--- src/rtl/cpu_pkg.sv ---
// Shared definitions for the 16-bit pipelined processor.
// Contents: opcode encodings, the NOP word and the fetch-FSM state type.
package cpu_pkg;

    localparam logic [3:0] OP_LW    = 4'h0;
    localparam logic [3:0] OP_SW    = 4'h1;
    localparam logic [3:0] OP_ADD   = 4'h2;
    localparam logic [3:0] OP_MOV   = 4'h3;
    localparam logic [3:0] OP_SUB   = 4'h4;
    localparam logic [3:0] OP_JMPZ  = 4'h5;
    localparam logic [3:0] OP_JUMP  = 4'h6;
    localparam logic [3:0] OP_STOP  = 4'h7;
    localparam logic [3:0] OP_ADDF  = 4'h8;
    localparam logic [3:0] OP_MULTF = 4'h9;
    localparam logic [3:0] OP_SLT   = 4'hA;
    localparam logic [3:0] OP_NOP   = 4'hF;

    localparam logic [15:0] NOP_INSTR = 16'hF000;

    typedef enum logic [1:0] {
        ST_RUN   = 2'd0,
        ST_DRAIN = 2'd1,
        ST_HALT  = 2'd2
    } fetch_state_t;

    function automatic logic is_stop(input logic [3:0] op);
        return op == OP_STOP;
    endfunction

endpackage

--- src/rtl/if_halt_fsm.sv ---
// Fetch run/drain/halt controller: after a STOP reaches decode, wait for the
// pipeline to drain for DRAIN_CYCLES non-stalled cycles, then halt for good.
//
//   state    | meaning
//   ---------+-------------------------------------------------------------
//   ST_RUN   | normal fetch
//   ST_DRAIN | STOP issued; PC frozen, NOPs fed to decode, counting cycles
//   ST_HALT  | absorbing; only reset leaves
module if_halt_fsm
    import cpu_pkg::*;
#(
    parameter int DRAIN_CYCLES = 3
) (
    input  logic         clk,
    input  logic         rst,
    input  logic         stop_seen,
    input  logic         stall,
    input  logic         redirect,
    output fetch_state_t state,
    output logic         halted
);

    localparam int CNT_W = (DRAIN_CYCLES > 1) ? $clog2(DRAIN_CYCLES) : 1;
    localparam logic [CNT_W-1:0] CNT_LAST = CNT_W'(DRAIN_CYCLES - 1);

    fetch_state_t     state_q, state_d;
    logic [CNT_W-1:0] cnt_q, cnt_d;

    always_comb begin
        state_d = state_q;
        cnt_d   = cnt_q;
        case (state_q)
            ST_RUN: begin
                if (stop_seen) begin
                    state_d = ST_DRAIN;
                    cnt_d   = '0;
                end
            end
            ST_DRAIN: begin
                // A redirect here means the STOP was on the wrong path.
                if (redirect) begin
                    state_d = ST_RUN;
                    cnt_d   = '0;
                end else if (!stall) begin
                    if (cnt_q == CNT_LAST) state_d = ST_HALT;
                    else                   cnt_d   = cnt_q + 1'b1;
                end
            end
            ST_HALT: begin
                state_d = ST_HALT;
            end
            default: begin
                state_d = ST_RUN;
                cnt_d   = '0;
            end
        endcase
    end

    always_ff @(posedge clk) begin
        if (rst) begin
            state_q <= ST_RUN;
            cnt_q   <= '0;
            halted  <= 1'b0;
        end else begin
            state_q <= state_d;
            cnt_q   <= cnt_d;
            halted  <= (state_d == ST_HALT);
        end
    end

    assign state = state_q;

endmodule

--- src/rtl/if_stage.sv ---
// Fetch stage: PC, instruction-memory address and IF/ID register, with
// stall/flush/redirect handling and STOP drain. Optional macro: IF_PERF_CNT_EN.
module if_stage
    import cpu_pkg::*;
#(
    parameter int DATA_WIDTH   = 16,
    parameter int ADDR_WIDTH   = 8,
    parameter int OP_WIDTH     = 4,
    parameter int DRAIN_CYCLES = 3
) (
    input  logic                  clk,
    input  logic                  rst,
    output logic [ADDR_WIDTH-1:0] im_addr_o,
    input  logic [DATA_WIDTH-1:0] im_rD_i,
    input  logic                  stall_IF_ID_i,
    input  logic                  flush_IF_ID_i,
    input  logic                  redirect_i,
    input  logic [ADDR_WIDTH-1:0] redirect_pc_i,
    output logic [ADDR_WIDTH-1:0] PCD_o,
    output logic [DATA_WIDTH-1:0] instrD_o,
`ifdef IF_PERF_CNT_EN
    output logic [15:0]           fetch_cnt_o,
`endif
    output logic                  halted_o
);

    logic [ADDR_WIDTH-1:0] pc_q;
    logic [OP_WIDTH-1:0]   opcode;
    fetch_state_t          state;
    logic                  in_run, in_halt;
    logic                  redirect_eff, stall_eff;
    logic                  load_real, stop_seen;

    assign im_addr_o = pc_q;
    assign opcode    = im_rD_i[DATA_WIDTH-1 -: OP_WIDTH];

    assign in_run  = (state == ST_RUN);
    assign in_halt = (state == ST_HALT);

    // HALT ignores both redirect and stall.
    assign redirect_eff = redirect_i & ~in_halt;
    assign stall_eff    = stall_IF_ID_i & ~in_halt;

    assign load_real = in_run & ~stall_IF_ID_i & ~flush_IF_ID_i & ~redirect_i;
    assign stop_seen = load_real & is_stop(opcode);

    if_halt_fsm #(
        .DRAIN_CYCLES(DRAIN_CYCLES)
    ) u_halt_fsm (
        .clk      (clk),
        .rst      (rst),
        .stop_seen(stop_seen),
        .stall    (stall_IF_ID_i),
        .redirect (redirect_i),
        .state    (state),
        .halted   (halted_o)
    );

    // PC parks on a STOP address instead of fetching past it.
    always_ff @(posedge clk) begin
        if (rst) begin
            pc_q <= '0;
        end else if (redirect_eff) begin
            pc_q <= redirect_pc_i;
        end else if (in_run && !stall_IF_ID_i && !stop_seen) begin
            pc_q <= pc_q + 1'b1;
        end
    end

    always_ff @(posedge clk) begin
        if (rst) begin
            PCD_o    <= '0;
            instrD_o <= DATA_WIDTH'(NOP_INSTR);
        end else if (redirect_eff || flush_IF_ID_i) begin
            PCD_o    <= '0;
            instrD_o <= DATA_WIDTH'(NOP_INSTR);
        end else if (!stall_eff) begin
            PCD_o    <= pc_q;
            instrD_o <= in_run ? im_rD_i : DATA_WIDTH'(NOP_INSTR);
        end
    end

`ifdef IF_PERF_CNT_EN
    logic [15:0] fetch_cnt_q;

    always_ff @(posedge clk) begin
        if (rst) begin
            fetch_cnt_q <= '0;
        end else if (load_real && fetch_cnt_q != 16'hFFFF) begin
            fetch_cnt_q <= fetch_cnt_q + 16'd1;
        end
    end

    assign fetch_cnt_o = fetch_cnt_q;
`endif

endmodule

--- config.mk ---
export PLATFORM = sky130hd
export DESIGN_NAME = if_stage
export DESIGN_NICKNAME = d
export VERILOG_FILES = /design/src/rtl/cpu_pkg.sv /design/src/rtl/if_halt_fsm.sv /design/src/rtl/if_stage.sv
export SDC_FILE = /design/constraint.sdc
export NUM_CORES = 1
export LEC_CHECK = 0
export ABC_AREA = 1
export ABC_CLOCK_PERIOD_IN_PS = 3000
export CORE_MARGIN = 5
export CORE_UTILIZATION = 65
export DETAILED_ROUTE_END_ITERATION = 8
export DONT_BUFFER_PORTS = 1
export PLACE_DENSITY = 0.9
export SYNTH_ARGS = -nofsm -noshare
export SYNTH_HDL_FRONTEND = slang
export SYNTH_SLANG_ARGS = --single-unit
--- constraint.sdc ---
create_clock -name clk -period 3 [get_ports clk]
set_clock_uncertainty 0.1 [all_clocks]
set_input_delay 0.6 -clock clk [delete_from_list [all_inputs] [get_ports clk]]
set_output_delay 0.6 -clock clk [all_outputs]
set_load 0.01 [all_outputs]
==> results.py <==
metrics = {
    "global_routing": {
        "grt_max_degree": 21,
        "grt_pass1_wl_um": 5660,
        "antenna_found_initial": 0,
        "grt_pass1_vias": 1308,
        "track_usage": 0.206,
        "globalRoute.totalOverflow": 0,
    },
    "placed_design": {
        "dp_cells": 244,
        "postPlaceCellArea_um2": 1630,
        "place_hpwl_um": 2610,
        "numPortBuffers": 0,
        "gp_congestion": 0.827,
    },
    "critical_path": {
        "r2r_slack_ps": 1310,
        "endpoint": "instrD_o[10]",
        "r2r_start": "u_halt_fsm.state[0]",
        "end_kind": "flop",
        "reg2reg_to": "instrD_o[10]",
        "critPathLaunch": "u_halt_fsm.state[0]",
        "worstPathMaxFanout": 17,
        "arrival_ps": 1850,
        "path_class": "reg -> reg",
        "crit_required_ps": 3160,
        "r2r_cells": 6,
        "setup.worst_path.start_class": "flop",
    },
    "power": {
        "finalPower_uw": 860,
        "p_per_area_nw_per_um2": 512,
        "leakagePower_uw": 0.000662,
        "ir_drop_mv": 0.517,
    },
    "die": {
        "rows": 18,
        "die_x_um": 59.9,
        "io_pins": 62,
        "floorplan.initialDensity": 0.664,
        "die-area_um2": 3580,
        "die_y_um": 59.9,
        "core_area_um2": 2430,
    },
    "cells_and_area": {
        "stdcell_count": 252,
        "fin_util": 0.690,
        "multi_input_area_um2": 773,
        "area_growth_pct": 3.87,
        "final_area_um2": 1680,
        "antenna-diode-count": 0,
        "nNetsFinal": 252,
        "drive_above_1_share": 0.0991,
        "final-seq-area_um2": 741,
        "n_fill_cell": 229,
    },
    "status": {
        "outcome": "complete, no violations",
    },
    "sta": {
        "rsz0062_at_grt": "no",
        "fmax_ghz": 0.592,
        "slew_violations": 0,
        "hold_violations": 0,
        "tns_ps": 0,
        "timing.max_slew.rel_slack": 0.710,
        "setup_viol": 0,
        "tightest_slew_ps": 435,
        "fin_crit_ps": 1690,
        "fin_crit_sh": 0.563,
    },
    "synthesis": {
        "yosys.area_share.simple": 0.290,
        "async_reset_ff_frac": 0,
        "synth_top_family_by_area": "simple AND/OR/NAND/NOR gates",
        "synthTopCellsByArea": "dfxtp_1 46%, nand2_1 16%, a21oi_1 8.1%",
        "yosys_register_bits": 37,
        "synthTopCellsByCount": "67 x nand2_1, 37 x dfxtp_1, 26 x a21oi_1, 18 x nor2_1, 16 x inv_1",
        "synth_area_um2": 1620,
        "synth_area_leader_cell": "dfxtp_1",
        "synthAdderAreaFrac": 0.0155,
        "avgSynthCellArea_um2": 7.34,
        "synthXorXnorAreaFrac": 0.00542,
        "synth_flop_cell": "dfxtp_1",
        "syn_nets": 251,
        "ys_seq_area_frac": 0.459,
        "muxShareOfSynthArea": 0,
        "synth_top_area_share": 0.459,
        "yosysMostFrequentCell": "nand2_1",
        "synthCells": 220,
        "ys_warn_count": 0,
        "synth_cell_type_count": 22,
        "synth_edf_count": 0,
        "synth_compound_area_frac": 0.167,
    },
    "routing": {
        "drt_iter0_drc": 95,
        "drc": 0,
        "dr.pass1.iters": 4,
        "ant_nets": 0,
        "vias": 1410,
        "wire_per_inst_um": 13.8,
        "wl_um": 3490,
        "via_per_inst": 5.60,
    },
    "clock_network": {
        "clk_latency_ps": 330,
        "cts-root-buf": "clkbuf_4",
        "post_cts_buffers": 0,
        "numCtsBuffers": 5,
        "hold_buffers": 0,
        "post_cts_resized": 0,
        "clkSinkCount": 37,
        "clockBufferDepth": 2,
        "htree_levels": 2,
        "cts.clk_slew.worst_paths_ps": 110,
        "cts_tree": "done",
    },
    "run": {
        "maxCapViolCount": 0,
    },
    "worst_hold_path": {
        "hp-start": "rst",
        "holdPathStages": 1,
        "hold_path.class": "in -> reg",
    },
}
-- power by group --
part | switching [µW] | internal, µW
Combinational | 50.3 | 27.1
Clock | 161 | 89.4
Sequential | 26.0 | 506
Total | 237 | 623
-- flip-flops by register name (all words and copies together), names as in the netlist --
signal             cells
instrD_o              16
PCD_o                  8
im_addr_o              8
u_halt_fsm.cnt_q       2
u_halt_fsm.state       2
u_halt_fsm.halted      1
-- logic make-up (layout without fill, tap and decap cells) --
kind of cell	count (synthesis)	after routing
AOI/OAI and AO/OA	47	47
xor gates and xnor gates	1	1
adders and majority gates	2	2
buffers and inverters	25	27
DFF	37	37
and+or+nand+nor	108	108
-- cell type report --
cell class | instances | share of cell area
multi-input combinational | 158 | 0.461
sequential | 37 | 0.441
inverter | 18 | 0.0403
clock buffer | 6 | 0.0246
tap | 30 | 0.0224
clock inverter | 2 | 0.00597
timing repair buffer | 1 | 0.00447
-- worst max-delay path, cell delays in order, from the launching register on --
cell,delay (ps)
dfxtp_1,370
inv_1,90
nand2_2,120
nand2_2,230
inv_1,420
nand2_1,110
a21oi_1,180
-- stage by stage --
step	worst slack [ps]	hold slack [ps]
3_5_place_dp	1260	382
4_1_cts	1300	213
2_1_floorplan	1430	352
6_report	1310	215
5_1_grt	1170	180
3_3_place_gp	1310	372
-- layer usage --
metal / wire [µm] / global-route usage / vias to the layer above / share of wire
li1: - / - / 723 / -
met1: 1390 / 0.250 / 616 / 0.40
met2: 1610 / 0.323 / 68 / 0.46
met3: 460 / 0.104 / 3 / 0.13
met4: 19 / 0.0506 / 0 / 0.0055
met5: 0 / 0 / - / 0
-- how the worst min path moves through the flow --
stage                                endpoint  slack [ps]
after floorplan           u_halt_fsm.cnt_q[0]         350
after global placement    u_halt_fsm.cnt_q[0]         370
after detailed placement  u_halt_fsm.cnt_q[0]         380
after CTS                 u_halt_fsm.state[0]         210
after global routing             im_addr_o[2]         180
final                            im_addr_o[2]         220
-- layout by cell type (no fill, tap or decap), types with 2 or more instances in the layout --
| cell type | synthesis | final |
|---|---|---|
| a21oi_1 | 26 | 26 |
| clkinv_2 | 0 | 2 |
| nor2_1 | 18 | 18 |
| dfxtp_1 | 37 | 37 |
| inv_2 | 2 | 2 |
| nand2_2 | 3 | 3 |
| ha_1 | 2 | 2 |
| a211oi_2 | 4 | 4 |
| o22ai_1 | 4 | 4 |
| nand2_1 | 67 | 67 |
| nor3_2 | 2 | 2 |
| clkbuf_4 | 0 | 5 |
| o21ai_0 | 13 | 13 |
| inv_1 | 16 | 16 |
| nand3_1 | 12 | 12 |
(Power assumes the default switching activity.)
==> patch 1, RTL diff (same flow settings) <==
Re-encode `fetch_state_t` (3 states) as one-hot, 3 bits wide.
--- a/src/rtl/cpu_pkg.sv
+++ b/src/rtl/cpu_pkg.sv
@@ -19,6 +19,6 @@
 
-    typedef enum logic [1:0] {
-        ST_RUN   = 2'd0,
-        ST_DRAIN = 2'd1,
-        ST_HALT  = 2'd2
+    typedef enum logic [2:0] {
+        ST_RUN   = 3'b001,
+        ST_DRAIN = 3'b010,
+        ST_HALT  = 3'b100
     } fetch_state_t;
Formal check against the unedited RTL: same outputs for any inputs over 10 cycles, from zero or initial values and one cycle with rst high; not proved beyond that.
==> patch 1 against the original RTL <==
  * Hold slack lost 25 ps
  * Wire length grew 15%
  * Sequential cell count is 1 higher
  * Total power is 15% higher
  * Synthesized area up 15%
  * Count of clock-buffer cells in the layout is 1 lower
  * Setup slack worse by 67 ps
  * Maximum frequency down 3.8%
  * Synthesized cell count increased by 11%
  * Largest power group unchanged
  * Sequential power up 3%
  * Critical path type unchanged
  * Final area rose by 12%
  * Critical endpoint is now u_halt_fsm.cnt_q[0]$_SDFFE_PP0P_
==> patch 1: results (changes against the original RTL) <==
metric,value,unit,change
XOR/XNOR Fraction of Synth Area,0.473,%,was 0.542%
GRT busiest layer,met2,,unchanged
critical-path maximum fanout,13,,was 17
first-pass GRT wire length,6710,um,was 5660 um
n_diodes,0,,unchanged
"slowest stage delay, CP",400,ps,was 420 ps
Hold WC Path Type,primary input to register,,unchanged
vias in the first global route,1470,,was 1308
Slew HR,68.9,%,was 71.0%
worst-skew pair later-pin latency,350,ps,was 330 ps
DP Wirelength,2940,um,was 2610 um
GPL Wtd Cong,0.823,,was 0.827
"delay-heaviest family, CP",buffers and inverters,,unchanged
crit path DAT,1900,ps,was 1850 ps
largest net degree at the start of global routing,22,,was 21
Compound-Gate Fraction of Synth Area,12.5,%,was 16.7%
Synth top cells by count,"nand2_1 (52), dfxtp_1 (38), nand3_1 (29)",,"was nand2_1 (67), dfxtp_1 (37), a21oi_1 (26)"
hold path endpoint,im_addr_o[7]$_SDFFE_PP0P_,,was im_addr_o[2]$_SDFFE_PP0P_
Reg2Reg Launch Point,u_halt_fsm.state[1]$_SDFF_PP0_,,was u_halt_fsm.state[0]$_SDFF_PP0_
met2 WL post-DR,1860,um,was 1610 um
sequential element share of the synthesized area,41.1,%,was 45.9%
Sw Ratio,26.5,%,was 27.6%
Gate power share,8.7,%,was 9.0%
met1 Resource Use GR,24.3,%,was 25.0%
hold path startpoint,rst,,unchanged
post-synthesis cell type count,28,,was 22
Highest Signal Layer,met4,,unchanged
worst hold path depth,1,,unchanged
gr usage total,20.4,%,was 20.6%
Async SR Flop Fraction,0,%,unchanged
Final nets,274,,was 252
post-CTS setup repair buffer count,0,,unchanged
vias per std cell,5.72,,was 5.60
Post-DP Area,0.00179,sq mm,was 0.00163 sq mm
1st-iter DRT viols,134,,was 95
routed wl met3,378,um,was 460 um
Synth area leaders,"dfxtp_1 (41%), nand2_1 (11%), nand3_1 (7.8%), a21oi_1 (6.8%), nor2_1 (5.7%)",,"was dfxtp_1 (46%), nand2_1 (16%), a21oi_1 (8.1%), nor2_1 (4.2%), o21ai_0 (4.0%)"
DR WL/cell,14.5,um,was 13.8 um
leakage power,0.750,nW,was 0.662 nW
WL met1,1700,um,was 1390 um
adder-cell share of the synthesized area,1.35,%,was 1.55%
outcome,completed,,unchanged
met3 GRT Util,7.99,%,was 10.4%
"Net Count, Synth",275,,was 251
"Reg clk slew, reported paths",130,ps,was 110 ps
Seq power,0.546,mW,was 0.532 mW
r2r endpoint,u_halt_fsm.cnt_q[0]$_SDFFE_PP0P_,,was instrD_o[10]$_SDFFE_PP0N_
r2r setup slk,1240,ps,was 1310 ps
GRT met2 Usage,32.0,%,was 32.3%
VDD IR max,0.466,mV,was 0.517 mV
layout cell share with drive strength beyond 1,13.1,%,was 9.91%
[patch 1: changes by cell type after synthesis, sizes merged, moves of 3 or more]
cell	unedited run	this run
inv	18	21
o22ai	4	0
nand3	12	35
nand2	71	55
nor2	18	30
nor3	4	0
or2	1	5
nand4	1	4
[patch 1: kinds of logic after synthesis]
kind of cell / after synthesis
AND/OR/NAND/NOR: 130
AO/OA/AOI/OAI: 42
flip-flops: 38
buffers and inverters: 31
adder cells (fa/ha/maj): 2
XOR/XNOR: 1
[patch 1: layout make-up]
type	count	area (sq um)
Multi-Input combinational cell	175	901
Fill cell	226	860
Sequential cell	38	761
Inverter	22	83.8
Clock inverter	3	45.0
Tap cell	31	38.8
Clock buffer	5	37.5
Timing Repair Buffer	1	7.51
[patch 1: per-stage QoR]
step	hold slack (ps)	power, mW	instances	setup WS (ps)
after floorplan	352	0.633	244	1460
after global placement	370	0.639	267	1370
after detailed placement	378	0.642	267	1330
after CTS	194	0.982	275	1230
after global routing	174	1.02	275	1050
final	190	0.987	275	1240
==> patch 2, RTL diff (same settings) <==
Made on the original files. Set the parameter `DATA_WIDTH` to 18 (it was 16).
--- a/src/rtl/if_stage.sv
+++ b/src/rtl/if_stage.sv
@@ -5,3 +5,3 @@
 #(
-    parameter int DATA_WIDTH   = 16,
+    parameter int DATA_WIDTH   = 18,
     parameter int ADDR_WIDTH   = 8,
Ports: changed (resized im_rD_i and instrD_o); port bits go from 62 to 66. The function was not compared with the original's and may differ.
==> patch 2 against the original RTL <==
  * Via count grew 2.8%
  * Synthesized area is 7.4% higher
  * Combinational power up 8.5%
  * Maximum frequency fell by 0.22%
  * Critical path type unchanged
  * Total power increased by 5.7%
  * Cell count increased by 4.8%
  * Final area is 5.9% higher
  * Sequential cell count rose by 2
  * Wire length grew 8.9%
  * Setup slack worse by 3.7 ps
==> patch 2: results (changes against the original RTL) <==
metric,value,unit,change
clock buffer depth,2,,unchanged
CTS resizes,0,,unchanged
post-CTS setup repair buffer count,0,,unchanged
layout cell share with drive strength beyond 1,10.7,%,was 9.91%
htree depth,2,,unchanged
1st-iter DRT viols,84,,was 95
worst-skew pair later-pin latency,340,ps,
Async SR Flop Fraction,0,%,unchanged
first-pass GRT wire length,5690,um,was 5660 um
Synth top cells by count,"nand2_1 (67), dfxtp_1 (39), nor2_1 (24)",,"was nand2_1 (67), dfxtp_1 (37), a21oi_1 (26)"
drt pass-1 iters,4,,unchanged
GPL Wtd Cong,0.865,,was 0.827
met3 GRT Util,7.97,%,was 10.4%
Hold WC Path Type,primary input to register,,unchanged
crit path DAT,1840,ps,
met2 WL post-DR,1820,um,was 1610 um
Port Buffer Count,0,,unchanged
CTS Buf Count,5,,unchanged
outcome,completed,,unchanged
DR WL/cell,14.4,um,was 13.8 um
Largest Register,instrD_o,,unchanged
vias in the first global route,1272,,was 1308
critical-path maximum fanout,12,,was 17
r2r setup slk,1310,ps,about the same
YS warnings,0,,unchanged
GRT met2 Usage,32.7,%,was 32.3%
n_diodes,0,,unchanged
routed wl met3,395,um,was 460 um
"slowest stage delay, CP",380,ps,was 420 ps
Highest Signal Layer,met4,,unchanged
sequential element share of the synthesized area,45.0,%,was 45.9%
post-synthesis cell type count,29,,was 22
max FFs per register,18,,was 16
DP Wirelength,2810,um,was 2610 um
CTS root buf,clkbuf_4,,unchanged
VDD IR max,0.437,mV,was 0.517 mV
Layout fillers,231,,was 229
WL met1,1520,um,was 1390 um
"Net Count, Synth",266,,was 251
"Reg clk slew, reported paths",110,ps,about the same
vias per std cell,5.49,,was 5.60
gr usage total,20.8,%,was 20.6%
Synth area leaders,"dfxtp_1 (45%), nand2_1 (15%), a21oi_1 (6.6%), nor2_1 (5.2%), inv_1 (3.7%)",,"was dfxtp_1 (46%), nand2_1 (16%), a21oi_1 (8.1%), nor2_1 (4.2%), o21ai_0 (4.0%)"
initial antenna violation count,0,,unchanged
Worst-Margin Slew,457,ps,was 435 ps
"Slowest-stage cell, CP",dfxtp_1,,was inv_1
met1 Resource Use GR,25.2,%,was 25.0%
largest net degree at the start of global routing,23,,was 21
leakage power,0.716,nW,was 0.662 nW
## patch 2: stage by stage
stage	setup slack, ps	cell area (sq um)	hold slack, ps	cells
global placement	1160	1720	345	256
global route	1110	1780	179	264
detailed placement	1130	1720	359	256
finish	1310	1780	205	264
CTS	1310	1780	196	264
floorplan	1430	1730	344	233
## patch 2: cell type report
cell class                      count  share of cell area [%]
Tap cell                           30                    2.11
Inverter                           23                    5.14
Clock buffer                        6                    2.32
Sequential cell                    39                    43.9
Clock inverter                      2                   0.704
Multi-Input combinational cell    164                    45.8
## patch 2: power breakdown
part / total [mW] / switching, mW / internal (mW)
sequential: 0.561 / 0.0272 / 0.533
combinational: 0.0840 / 0.0553 / 0.0288
clock: 0.264 / 0.174 / 0.0905
## patch 2: logic make-up (layout without fill, tap and decap cells)
family	after synthesis	in the layout	synth area share [%]
simple gates	117	117	30.4
compound gates	45	45	15.0
flops	39	39	45.0
buf+inv	30	31	8.08
fa+ha+maj	2	2	1.44
## patch 2: critical path, delay by kind of cell (launching register included)
kind / cells / cell delay [ps]
AO/OA/AOI/OAI: 1 / 60
buffers and inverters: 3 / 370
flip-flops: 1 / 380
AND/OR/NAND/NOR: 4 / 690
## patch 2: final timing paths
| kind | cells after the start | from | to |
|---|---|---|---|
| setup / recovery | 8 | u_halt_fsm.state[0]$_SDFF_PP0_ | im_addr_o[7]$_SDFFE_PP0P_ |
| hold / removal | 1 | rst | im_addr_o[7]$_SDFFE_PP0P_ |
| setup reg to reg | 8 | u_halt_fsm.state[0]$_SDFF_PP0_ | im_addr_o[7]$_SDFFE_PP0P_ |
| hold reg to reg | 2 | u_halt_fsm.cnt_q[1]$_SDFFE_PP0P_ | u_halt_fsm.cnt_q[1]$_SDFFE_PP0P_ |
